### src/rtl/dl_selftest_if.sv
// Handshake/bus bundle between the D-latch self-test engine and its user/latch.
// Pure wiring, no latency.
// No backpressure: all signals are level-sampled by the receiving side.
interface dl_selftest_if;
  logic       start;
  logic       d_out;
  logic       e_out;
  logic       q_in;
  logic       qb_in;
  logic       busy;
  logic       done;
  logic       pass;
  logic [3:0] err_count;
  logic [3:0] fail_idx;
  logic       fail_valid;

  // Controller / board side: issues start, returns the latch outputs.
  modport master (
    output start, q_in, qb_in,
    input  d_out, e_out, busy, done, pass, err_count, fail_idx, fail_valid
  );

  // Self-test engine side.
  modport slave (
    input  start, q_in, qb_in,
    output d_out, e_out, busy, done, pass, err_count, fail_idx, fail_valid
  );
endinterface

### src/rtl/dl_selftest.sv
// On-chip self-test of a D latch: plays a 10-vector {D,E} ROM and checks Q/Qb.
// Latency: SETTLE+1 cycles per vector, done 10*(SETTLE+1) edges after start.
// No backpressure: start is ignored while busy; latch drive is open-loop.
module dl_selftest #(
  parameter int unsigned SETTLE = 2
) (
  input  logic         clk,
  input  logic         rst,
  dl_selftest_if.slave tst
);

  typedef enum logic [1:0] {
    S_IDLE   = 2'd0,
    S_SETTLE = 2'd1,
    S_CHECK  = 2'd2,
    S_DONE   = 2'd3
  } state_t;

  // Counter reload value; the SETTLE state spends this many extra cycles
  // counting down to 0, then one cycle in CHECK, giving SETTLE+1 per vector.
  localparam logic [7:0] CNT_LOAD = 8'(SETTLE - 1);
  localparam logic [3:0] LAST_IDX = 4'd9;

  // Vector ROM, {D, E} per index.
  function automatic logic [1:0] rom_f(input logic [3:0] idx);
    logic [1:0] v;
    case (idx)
      4'd0:    v = 2'b00;
      4'd1:    v = 2'b01;
      4'd2:    v = 2'b00;
      4'd3:    v = 2'b10;
      4'd4:    v = 2'b11;
      4'd5:    v = 2'b00;
      4'd6:    v = 2'b01;
      4'd7:    v = 2'b00;
      4'd8:    v = 2'b11;
      4'd9:    v = 2'b10;
      default: v = 2'b00;
    endcase
    return v;
  endfunction

  localparam logic [1:0] VEC0 = 2'b00;

  state_t     state_q;
  logic [3:0] idx_q;
  logic [7:0] cnt_q;
  logic       d_q;
  logic       e_q;
  logic       model_q;
  logic       model_valid_q;
  logic       busy_q;
  logic       done_q;
  logic       pass_q;
  logic [3:0] err_q;
  logic [3:0] fail_idx_q;
  logic       fail_valid_q;

  logic [3:0] nxt_idx_d;
  logic [1:0] nxt_vec_d;
  logic       vec_fail_d;
  logic [3:0] err_d;

  // Next vector fetch and the pass/fail decision for the vector being held.
  always_comb begin
    nxt_idx_d  = idx_q + 4'd1;
    nxt_vec_d  = rom_f(nxt_idx_d);
    // One failure per vector regardless of whether Q, Qb or both are wrong;
    // nothing is checked until the model has seen an enabled vector.
    vec_fail_d = model_valid_q &&
                 ((tst.q_in != model_q) || (tst.qb_in != ~model_q));
    err_d      = err_q;
    if (vec_fail_d && (err_q != 4'hF)) begin
      err_d = err_q + 4'd1;
    end
  end

  // Control FSM with registered drive, model and status outputs.
  always_ff @(posedge clk) begin
    if (rst) begin
      state_q       <= S_IDLE;
      idx_q         <= 4'd0;
      cnt_q         <= 8'd0;
      d_q           <= 1'b0;
      e_q           <= 1'b0;
      model_q       <= 1'b0;
      model_valid_q <= 1'b0;
      busy_q        <= 1'b0;
      done_q        <= 1'b0;
      pass_q        <= 1'b0;
      err_q         <= 4'd0;
      fail_idx_q    <= 4'd0;
      fail_valid_q  <= 1'b0;
    end else begin
      case (state_q)
        S_IDLE, S_DONE: begin
          if (tst.start) begin
            idx_q         <= 4'd0;
            d_q           <= VEC0[1];
            e_q           <= VEC0[0];
            // Model starts cleared and then sees vector 0 like any other.
            model_q       <= VEC0[0] ? VEC0[1] : 1'b0;
            model_valid_q <= VEC0[0];
            cnt_q         <= CNT_LOAD;
            busy_q        <= 1'b1;
            done_q        <= 1'b0;
            pass_q        <= 1'b0;
            err_q         <= 4'd0;
            fail_idx_q    <= 4'd0;
            fail_valid_q  <= 1'b0;
            state_q       <= S_SETTLE;
          end
        end

        S_SETTLE: begin
          if (cnt_q == 8'd0) begin
            state_q <= S_CHECK;
          end else begin
            cnt_q <= cnt_q - 8'd1;
          end
        end

        S_CHECK: begin
          err_q <= err_d;
          if (vec_fail_d && !fail_valid_q) begin
            fail_idx_q   <= idx_q;
            fail_valid_q <= 1'b1;
          end
          if (idx_q < LAST_IDX) begin
            idx_q <= nxt_idx_d;
            d_q   <= nxt_vec_d[1];
            e_q   <= nxt_vec_d[0];
            if (nxt_vec_d[0]) begin
              model_q       <= nxt_vec_d[1];
              model_valid_q <= 1'b1;
            end
            cnt_q   <= CNT_LOAD;
            state_q <= S_SETTLE;
          end else begin
            // Last vector: drive stays on vector 9 while DONE is held.
            busy_q  <= 1'b0;
            done_q  <= 1'b1;
            pass_q  <= (err_d == 4'd0);
            state_q <= S_DONE;
          end
        end

        default: state_q <= S_IDLE;
      endcase
    end
  end

  assign tst.d_out      = d_q;
  assign tst.e_out      = e_q;
  assign tst.busy       = busy_q;
  assign tst.done       = done_q;
  assign tst.pass       = pass_q;
  assign tst.err_count  = err_q;
  assign tst.fail_idx   = fail_idx_q;
  assign tst.fail_valid = fail_valid_q;

endmodule
### src/flat_wrapper.sv
// flat-port wrapper written by rule: the top's interface ports become plain ports
module dl_selftest_flat 
#(
  parameter int unsigned SETTLE = 2
)
  (clk, rst, tst_start, tst_q_in, tst_qb_in, tst_d_out, tst_e_out, tst_busy, tst_done, tst_pass, tst_err_count, tst_fail_idx, tst_fail_valid);
  dl_selftest_if tst_i ();
  input  logic clk;
  input  logic rst;
  input wire logic [$bits(tst_i.start)-1:0] tst_start;
  input wire logic [$bits(tst_i.q_in)-1:0] tst_q_in;
  input wire logic [$bits(tst_i.qb_in)-1:0] tst_qb_in;
  output wire logic [$bits(tst_i.d_out)-1:0] tst_d_out;
  output wire logic [$bits(tst_i.e_out)-1:0] tst_e_out;
  output wire logic [$bits(tst_i.busy)-1:0] tst_busy;
  output wire logic [$bits(tst_i.done)-1:0] tst_done;
  output wire logic [$bits(tst_i.pass)-1:0] tst_pass;
  output wire logic [$bits(tst_i.err_count)-1:0] tst_err_count;
  output wire logic [$bits(tst_i.fail_idx)-1:0] tst_fail_idx;
  output wire logic [$bits(tst_i.fail_valid)-1:0] tst_fail_valid;
  assign tst_i.start = tst_start;
  assign tst_i.q_in = tst_q_in;
  assign tst_i.qb_in = tst_qb_in;
  assign tst_d_out = tst_i.d_out;
  assign tst_e_out = tst_i.e_out;
  assign tst_busy = tst_i.busy;
  assign tst_done = tst_i.done;
  assign tst_pass = tst_i.pass;
  assign tst_err_count = tst_i.err_count;
  assign tst_fail_idx = tst_i.fail_idx;
  assign tst_fail_valid = tst_i.fail_valid;
  dl_selftest #(.SETTLE(SETTLE)) u_core (.clk(clk), .rst(rst), .tst(tst_i));
endmodule
### config.mk
export PLATFORM = sky130hd
export DESIGN_NAME = dl_selftest_flat
export DESIGN_NICKNAME = d
export VERILOG_FILES = /design/src/rtl/dl_selftest_if.sv /design/src/rtl/dl_selftest.sv /design/src/flat_wrapper.sv
export SDC_FILE = /design/constraint.sdc
export NUM_CORES = 1
export LEC_CHECK = 0
export BUFFER_PORTS_ARGS = -buffer_cell sky130_fd_sc_hd__buf_2
export CAP_MARGIN = 20
export CORE_AREA = 2 2 63 65
export DETAILED_ROUTE_END_ITERATION = 8
export DIE_AREA = 0 0 65 67
export PLACE_DENSITY = 0.76
export SLEW_MARGIN = 20
export SYNTH_ARGS = -nofsm -noshare
export SYNTH_HDL_FRONTEND = slang
export SYNTH_SLANG_ARGS = --single-unit
### constraint.sdc
create_clock -name clk -period 2.1 [get_ports clk]
set_input_delay 0.315 -clock clk [delete_from_list [all_inputs] [get_ports clk]]
set_output_delay 0.315 -clock clk [all_outputs]
set_load 0.05 [all_outputs]
# Yosys cells after proc, flatten, opt, wreduce, memory -nomap -nowiden
# Memory sizes are Yosys's and may differ from the RTL's.
# Index checks and enable logic that the tools add are counted.
[op_classes] add_sub_neg=3 n_lt_le_gt_ge=1 n_mux=35 n_eq_ne=13 n_reduce_logical=17 bitwise=1
[ops] cell="8-bit two-way mux" count=3
[ops] cell="4-bit one-hot mux with 2 select lines" count=3
[ops] cell="8-bit one-hot mux with 3 select lines" count=1
[ops] cell="4-bit two-way mux" count=4
[ops] cell="1-bit one-hot mux with 2 select lines" count=8
[ops] cell="1-bit two-way mux" count=12
[ops] cell="3-bit AND reduction" count=4
[ops] cell="4-bit by 1-bit adder with 4-bit output, second input constant" count=2
[ops] cell="8-bit logical NOT" count=1
[ops] cell="2-bit by 1-bit inequality test with 1-bit output, second input constant" count=4
[ops] cell="8-bit by 1-bit subtractor with 8-bit output, second input constant" count=1
[ops] cell="2-bit two-way mux" count=3
[ops] cell="2-bit inequality test, second input constant" count=3
[ops] cell="2-bit one-hot mux with 3 select lines" count=1
[ops] cell="2-bit equality test, second input constant" count=2
[ops] cell="4-bit logical NOT" count=1
[ops] cell="4-bit < comparator, second input constant" count=1
[ops] cell="4-bit inequality test, second input constant" count=1
[ops] cell="2-bit AND reduction" count=2
[ops] cell="4-bit AND reduction" count=1
[ops] cell="1-bit logical AND" count=3
[ops] cell="2-bit by 1-bit equality test with 1-bit output, second input constant" count=1
[ops] cell="2-bit logical NOT" count=1
[ops] cell="1-bit inequality test" count=2
[ops] cell="other kinds (5)" count=5
[totals] mem_bits_ro=32 memories=1 output_inout_bits=14 elab_cells=84 ff_bits=30 input_bits=5
[mem_list] name="(no name shown)" words=16 word_bits=2 rd=1 rd_clocked_by_memory_dff=0 wr=0 line_no="dl_selftest.sv:27" text="case (idx)"

# Longest topological paths before layout
# Gate-level depths: netlist of the first run.
[depth] ltp_word=9 mapped_depth=8 mapped_depth_nobuf=7

# Least setup slack after synthesis of the first run
# No wires, ideal clock.
[synth_timing] kind="register -> register" start="register u_core.state_q[0]" end="register u_core.model_q" path_buffers=1 setup_ns=0.071 setup_slack_ns=0.166 required_ns=2.029 period_less_slack_ns=1.934 stages_incl_launch_ff=9 arrival_ns=1.864 path_cell_list="dfxtp_1 -> inv_1 -> ha_1 -> clkbuf_2 -> mux2i_1 -> a31oi_1 -> a31oi_1 -> nand3_1 -> a21oi_1"
[synth_via] elab_chain_cells=4 elab_cells_between_ends=10 cone_classes="5 x eq/ne; 1 x mux; 4 x reduce/logical"
[synth_lines] item="start: declaration" line_no="dl_selftest.sv:45" text="state_t state_q;"
[synth_lines] item="start signal: assignment" line_no="dl_selftest.sv:81" text="state_q <= S_IDLE;"
[synth_lines] item="start signal: assignment" line_no="dl_selftest.sv:111" text="state_q <= S_SETTLE;"
[synth_lines] item="start signal: assignment" line_no="dl_selftest.sv:117" text="state_q <= S_CHECK;"
[synth_lines] item="2-bit equality test / 2-bit logical NOT (equally long branches)" line_no="dl_selftest.sv:95" text="case (state_q)"
[synth_lines] item="2-bit OR reduction" line_no="dl_selftest.sv:95"
[synth_lines] item="2-bit inequality test (no line) / 2-bit nonzero test (equally long branches)"
[synth_lines] item="4-bit AND reduction (no line)"
[synth_lines] item="end signal: assignment" line_no="dl_selftest.sv:102" text="model_q <= VEC0[0] ? VEC0[1] : 1'b0;"
[synth_lines] item="end signal: assignment" line_no="dl_selftest.sv:134" text="model_q <= nxt_vec_d[1];"
[synth_lines] item="end: declaration" line_no="dl_selftest.sv:50" text="logic model_q;"
# Parallel ways exist; a longest one is shown, timed or not.
# A chain may end at the register's enable or synchronous reset.

# Worst setup path in the final report of the first run
[layout_timing] start="register u_core.idx_q[1]" end="register u_core.e_q (netlist: u_core.tst.e_out)"
[layout_via] elab_chain_cells=4 elab_cells_between_ends=7 cone_classes="1 x add/sub; 1 x order compare; 1 x eq/ne; 2 x mux; 1 x reduce/logical; 1 x memory"
[layout_lines] item="start: declaration" line_no="dl_selftest.sv:46" text="logic [3:0] idx_q;"
[layout_lines] item="start signal: assignment" line_no="dl_selftest.sv:130" text="idx_q <= nxt_idx_d;"
[layout_lines] item="4-bit by 1-bit adder with 4-bit output" line_no="dl_selftest.sv:66" text="nxt_idx_d = idx_q + 4'd1;"
[layout_lines] item="memory 16 x 2 bit"
[layout_lines] item="1-bit two-way mux" line_no="dl_selftest.sv:129" text="if (idx_q < LAST_IDX) begin"
[layout_lines] item="1-bit one-hot mux with 2 select lines" line_no="dl_selftest.sv:95"
[layout_lines] item="end signal: assignment" line_no="dl_selftest.sv:100" text="e_q <= VEC0[0];"
[layout_lines] item="end signal: assignment" line_no="dl_selftest.sv:132" text="e_q <= nxt_vec_d[0];"
[layout_lines] item="end: declaration" line_no="dl_selftest.sv:49" text="logic e_q;"
# Parallel ways exist; a longest one is shown, timed or not. The select of a mux whose other input is x is not followed.

==> results of run 1 <==
## power by group through the flow
stage	Combinational [µW]	Clock [µW]	Sequential [µW]
after floorplan	770	0	756
after global placement	959	0	747
after detailed placement	967	0	750
after CTS	975	559	738
after global routing	1120	582	754
final	1000	543	740
## per-stage QoR
stage	power [µW]	hold WS (ps)	setup WS (ps)	util (%)	instances
3_5_place_dp	1720	464	120	53.3	270
3_3_place_gp	1710	460	127	53.3	270
2_1_floorplan	1530	450	166	-	204
4_1_cts	2270	426	89.5	56.3	278
5_1_grt	2450	462	51.2	57.0	278
6_report	2280	441	146	57.0	278
## worst max path at each step
stage                                        start                                 to  slack, ps  cells past startpoint
floorplan           u_core.state_q[0]$_SDFFE_PP0P_        u_core.model_q$_SDFFE_PP0P_        170                      8
global placement    u_core.state_q[0]$_SDFFE_PP0P_        u_core.model_q$_SDFFE_PP0P_        130                      7
detailed placement  u_core.state_q[0]$_SDFFE_PP0P_      u_core.tst.e_out$_SDFFE_PP0P_        120                      7
CTS                   u_core.idx_q[0]$_SDFFE_PP0P_  u_core.model_valid_q$_SDFFE_PP0P_         90                      6
global route          u_core.idx_q[1]$_SDFFE_PP0P_       u_core.cnt_q[7]$_SDFFE_PP0P_         50                      7
finish                u_core.idx_q[1]$_SDFFE_PP0P_      u_core.tst.e_out$_SDFFE_PP0P_        150                      6
## final cells by class
cell class / count / area (µm²)
Tap cell: 48 / 60.1
Timing Repair Buffer: 26 / 150
Clock buffer: 8 / 110
Multi-Input combinational cell: 155 / 1090
Inverter: 11 / 41.3
Sequential cell: 30 / 602
Fill cell: 328 / 1550
## metal layers
| metal | vias to the layer above | share of wire, % | track usage (%) |
|---|---|---|---|
| met4 | 0 | 1.9 | 8.78 |
| met1 | 723 | 50 | 25.7 |
| li1 | 791 | - | - |
| met5 | - | 0 | 0 |
| met3 | 9 | 3.9 | 5.91 |
| met2 | 25 | 44 | 27.8 |
## synth_stat cells, types with 2 or more instances
cell and count:
nand2_1 14, a21o_1 2, nor4_1 3, or3_2 2
a31oi_1 5, inv_1 11, mux2i_1 3, a211oi_1 2
or3_1 3, and2_1 2, buf_2 3, o21ai_0 7
dfxtp_1 30, buf_1 2, a21oi_1 17, clkbuf_1 2
nor3_1 4, o21a_1 2, nand2b_1 6, xnor2_1 8
a22oi_1 2, ha_1 11, nor2_1 24, nand3_1 5
nor4b_1 2, a22o_1 4
## what timing repair did
item,in CTS,in global routing
endpoints found under the setup margin,0,4
endpoints found under the hold margin,0,0
gates resized for setup,0,8
hold buffers,0,0
## cells by family (layout without fill, tap and decap cells)
logic type / count (synthesis) / after routing / synth area share [%]
simple gates: 75 / 75 / 23.7
compound gates: 57 / 57 / 23.3
flops: 30 / 30 / 34.4
buf+inv: 19 / 45 / 4.37
fa+ha+maj: 11 / 11 / 7.89
xor+xnor: 8 / 8 / 4.01
mux: 4 / 4 / 2.37
## state kept, by name (all words and copies together) (netlist names)
signal                 count
u_core.tst.pass            1
u_core.tst.done            1
u_core.model_q             1
u_core.tst.busy            1
u_core.tst.d_out           1
u_core.tst.err_count       4
u_core.idx_q               4
u_core.tst.e_out           1
u_core.tst.fail_idx        4
u_core.model_valid_q       1
u_core.state_q             2
u_core.tst.fail_valid      1
u_core.cnt_q               8
==> results.py, run 1 <==
metrics = {
    "setup_path": {
        "critPathSlowestCell": "or4b_2",
        "crit_family": "simple AND/OR/NAND/NOR gates",
        "slowest_delay_ps": 600,
        "start_kind": "flop",
        "cp.required_ps": 2320,
        "ff2ff_setup_slack_ps": 150,
        "worstSetupPathType": "flop to flop",
        "critPathArrivalTime_ps": 2170,
        "cp_max_fo": 9,
        "critical_path.cell_chain": "ha_2 -> or4b_2 -> o311ai_1 -> and2_1 -> o21ai_0 -> a21oi_1",
        "r2r_cells": 6,
        "worstReg2RegEnd": "u_core.tst.e_out$_SDFFE_PP0P_",
        "path_buf_inv": 0,
        "endpoint_kind": "flop",
        "timing.rr.start": "u_core.idx_q[1]$_SDFFE_PP0P_",
    },
    "timing": {
        "slew_viol_final": 0,
        "fin_setup_tns_ps": 0,
        "fmax_mhz": 512,
        "finalClockSkew_ps": 6.72,
        "max_slew_margin_pct": 71.7,
        "finalCritPeriodShare_pct": 93.1,
        "hold_violations": 0,
        "fin_crit_ps": 1950,
        "rsz0062_at_grt": "no",
        "setup_viol_count_final": 0,
        "worstMarginPinSlew_ps": 418,
    },
    "logic_synthesis": {
        "synth_cells": 204,
        "yosysTopAreaCell": "dfxtp_1",
        "syn-num-nets": 220,
        "synth-main-ff-cell": "dfxtp_1",
        "syn_avg_cell_area_um2": 8.56,
        "synth-edff-count": 0,
        "ys_types": 54,
        "yosys-top-cells-area": "dfxtp_1, ha_1, nor2_1",
        "synth_top_area_share_pct": 34.4,
        "synth_seq_area_share_pct": 34.4,
        "synth_seq_cells": 30,
        "yosysWarningCount": 0,
        "synth-async-reset-ratio_pct": 0,
        "synth_area_um2": 1750,
    },
    "cts": {
        "clk_path_buf_depth": 2,
        "clock-sinks": 30,
        "insertion_delay_ps": 280,
        "cts.clk_slew.worst_paths_ps": 60,
        "h-tree-depth": 2,
        "cts_tree": "yes",
        "clock-root-buffer": "clkbuf_8",
        "post_cts_buffers": 0,
        "cts_buffers": 5,
    },
    "grt": {
        "grt_first_pass_wirelength_um": 6260,
        "grt_max_degree": 25,
        "track_usage_pct": 19.1,
        "first_global_vias": 1366,
        "antenna_found_initial": 0,
        "grt_overflow": 0,
    },
    "die": {
        "fp.dieW_um": 65,
        "die_h_um": 67,
        "initial_core_util_pct": 48.4,
        "die_area_um2": 4360,
        "rows": 22,
        "core_area_um2": 3610,
        "boundaryPins": 19,
    },
    "route": {
        "wl_um": 3760,
        "drt-pass1-iter-count": 4,
        "drcViolationCount": 0,
        "viasPerCell": 5.57,
        "drtIter0Drc": 87,
        "vias": 1548,
        "antenna_left": 0,
        "wl_per_cell_um": 13.5,
    },
    "placed_design": {
        "gp_congestion": 0.827,
        "portBuffers": 18,
        "place_area_um2": 1920,
        "detailed_place_hpwl_um": 2740,
    },
    "final_layout": {
        "syn_to_final_growth_pct": 17.8,
        "diodes": 0,
        "drive_above_1_share_pct": 22.6,
        "final_cell_mix": "dfxtp_1, nor2_1, buf_2",
        "nets": 245,
        "design_area_um2": 2060,
        "layout_commonest_cell": "dfxtp_1",
    },
    "power_and_ir_drop": {
        "vdd_drop_max_uv": 738,
        "switching_power_uw": 836,
        "swShare_pct": 36.6,
        "clock_power_share_pct": 23.8,
        "p_per_area_nw_per_um2": 1110,
        "comb_power_share_pct": 43.8,
        "p_seq_share_pct": 32.4,
        "internal_power_uw": 1450,
        "p_leak_uw": 0.000823,
    },
    "status": {
        "status": "finished clean",
    },
    "hold_path": {
        "worstHoldStart": "rst",
        "hold_depth": 2,
        "hp-class": "input pin to flop",
        "whs_endpoint": "u_core.idx_q[1]$_SDFFE_PP0P_",
    },
    "flow_run": {
        "max_cap_viol_count": 0,
    },
}
(Power assumes the default switching activity.)
==> inputs of run 2 (changes only) <==
- clock period: 2.1 -> 2 ns (I/O delays scaled with it)
==> run 2 against run 1 <==
Against the previous run:
- routed wire length is 1.7% lower
- first-iteration DRC count rose by 16%
- cell count is 1.4% higher
- sequential cell count unchanged
- cell area is 1.6% higher
- register-to-register slack got worse by 30 ps
- total power up 8.2%
- sequential power is 5.1% higher
- clock power rose by 7.2%
- count of clock-buffer cells in the layout stayed put
- global-route usage shrank 0.43 points
- critical endpoint unchanged
==> results.py, run 2 (same netlist as run 1, synthesis figures left out) <==
metrics = {
    "die": {
        "rows": 22,
        "die_h_um": 67,
        "boundaryPins": 19,
        "initial_core_util_pct": 48.4,
        "core_area_um2": 3610,
        "fp.dieW_um": 65,
        "die_area_um2": 4360,
    },
    "setup_path": {
        "r2r_cells": 6,
        "start_kind": "flop",
        "cp_max_fo": 9,
        "cp.required_ps": 2220,
        "slowest_delay_ps": 600,
        "ff2ff_setup_slack_ps": 120,
        "critical_path.cell_chain": "ha_2 -> or4b_2 -> o311ai_0 -> and2_1 -> o21ai_0 -> a21oi_1",
        "worstSetupPathType": "flop to flop",
        "critPathSlowestCell": "or4b_2",
        "endpoint_kind": "flop",
        "critPathArrivalTime_ps": 2100,
    },
    "grt": {
        "antenna_found_initial": 0,
        "grt_first_pass_wirelength_um": 6270,
        "grt_overflow": 0,
        "grt_max_degree": 25,
        "track_usage_pct": 18.7,
        "first_global_vias": 1375,
    },
    "timing": {
        "finalClockSkew_ps": 4.81,
        "finalCritPeriodShare_pct": 94.0,
        "fmax_mhz": 532,
        "slew_viol_final": 0,
        "fin_setup_tns_ps": 0,
        "hold_violations": 0,
        "rsz0062_at_grt": "no",
        "fin_crit_ps": 1880,
        "max_slew_margin_pct": 70.0,
        "worstMarginPinSlew_ps": 445,
        "setup_viol_count_final": 0,
    },
    "route": {
        "wl_um": 3690,
        "wl_met3_um": 164,
        "highest_layer": "met4",
        "drt-pass1-iter-count": 4,
        "antenna_left": 0,
        "viasPerCell": 5.53,
        "drtIter0Drc": 101,
        "met2WireLength_um": 1640,
        "vias": 1560,
        "drt-met1-wl_um": 1840,
        "wl_per_cell_um": 13.1,
        "drcViolationCount": 0,
    },
    "power_and_ir_drop": {
        "vdd_drop_max_uv": 842,
        "p_leak_uw": 0.000845,
        "p_per_area_nw_per_um2": 1180,
    },
    "flow_run": {
        "max_cap_viol_count": 0,
    },
    "cts": {
        "clock-sinks": 30,
        "h-tree-depth": 2,
        "clock-root-buffer": "clkbuf_8",
        "cts_tree": "yes",
        "clk_path_buf_depth": 2,
        "post_cts_buffers": 0,
        "cts.clk_slew.worst_paths_ps": 60,
        "cts-resized-gates": 0,
        "cts-hold-fix-buffers": 0,
        "insertion_delay_ps": 290,
        "cts_buffers": 5,
    },
    "final_layout": {
        "drive_above_1_share_pct": 24.8,
        "final_cell_mix": "dfxtp_1, nor2_1, buf_2",
        "regMostFlops": "u_core.cnt_q",
        "nFillCells": 320,
        "syn_to_final_growth_pct": 19.6,
        "nets": 249,
        "largest_register_ffs": 8,
        "diodes": 0,
        "finalNonFillerCells": 282,
        "layout_commonest_cell": "dfxtp_1",
    },
    "placed_design": {
        "portBuffers": 18,
        "detailed_place_hpwl_um": 2730,
        "gp_congestion": 0.854,
        "numPlacedInstances": 274,
    },
    "status": {
        "status": "finished clean",
    },
    "hold_path": {
        "hp-class": "input pin to flop",
        "hold_depth": 2,
    },
}
==> run 2: changes by cell type in the layout (fill, tap and decap cells not counted), sizes merged <==
cell and delta:
buf +4
==> run 2: final timing paths <==
| check | startpoint | end |
|---|---|---|
| setup reg to reg | u_core.idx_q[1]$_SDFFE_PP0P_ | u_core.tst.e_out$_SDFFE_PP0P_ |
| hold reg to reg | u_core.tst.fail_idx[2]$_SDFFE_PP0P_ | u_core.tst.fail_idx[2]$_SDFFE_PP0P_ |
| hold / removal | rst | u_core.tst.busy$_SDFFE_PP0P_ |
| setup / recovery | u_core.idx_q[1]$_SDFFE_PP0P_ | u_core.tst.e_out$_SDFFE_PP0P_ |
==> run 2: power breakdown <==
part / internal [µW] / total, µW / switching [µW] / leakage (µW)
Clock: 347 / 582 / 235 / 0.0000575
Combinational: 531 / 1110 / 578 / 0.000543
Sequential: 687 / 778 / 91.7 / 0.000245
Total: 1560 / 2470 / 905 / 0.000845
==> run 2: cell type report <==
type / count / area [µm²] / share of cell area [%]
timing repair buffer: 30 / 180 / 8.63
tap: 48 / 60.1 / 2.88
inverter: 11 / 41.3 / 1.98
multi-input combinational: 155 / 1090 / 52.3
clock buffer: 8 / 110 / 5.27
sequential: 30 / 604 / 28.9
==> run 2: through the flow <==
stage	area [µm²]	total power, µW	worst slack (ps)	hold WS (ps)	util, %
after detailed placement	1950	1850	81.0	463	54.1
final	2090	2470	119	418	57.9
after CTS	2060	2430	25.3	418	57.1
after global routing	2090	2650	4.68	445	57.9
after floorplan	1750	1600	65.9	450	-
after global placement	1950	1830	107	458	54.1
==> run 2: metal layers <==
| layer | vias up | global-route usage, % |
|---|---|---|
| li1 | 794 | - |
| met3 | 7 | 5.57 |
| met1 | 727 | 23.9 |
| met2 | 32 | 29.9 |
| met5 | - | 0 |
| met4 | 0 | 6.38 |
==> run 2: critical path, delay by kind of cell, from the launching register on <==
kind	cells	cell delay, ps
AND/OR/NAND/NOR	2	830
AO/OA/AOI/OAI	3	400
flip-flops	1	370
adder cells (fa/ha/maj)	1	220
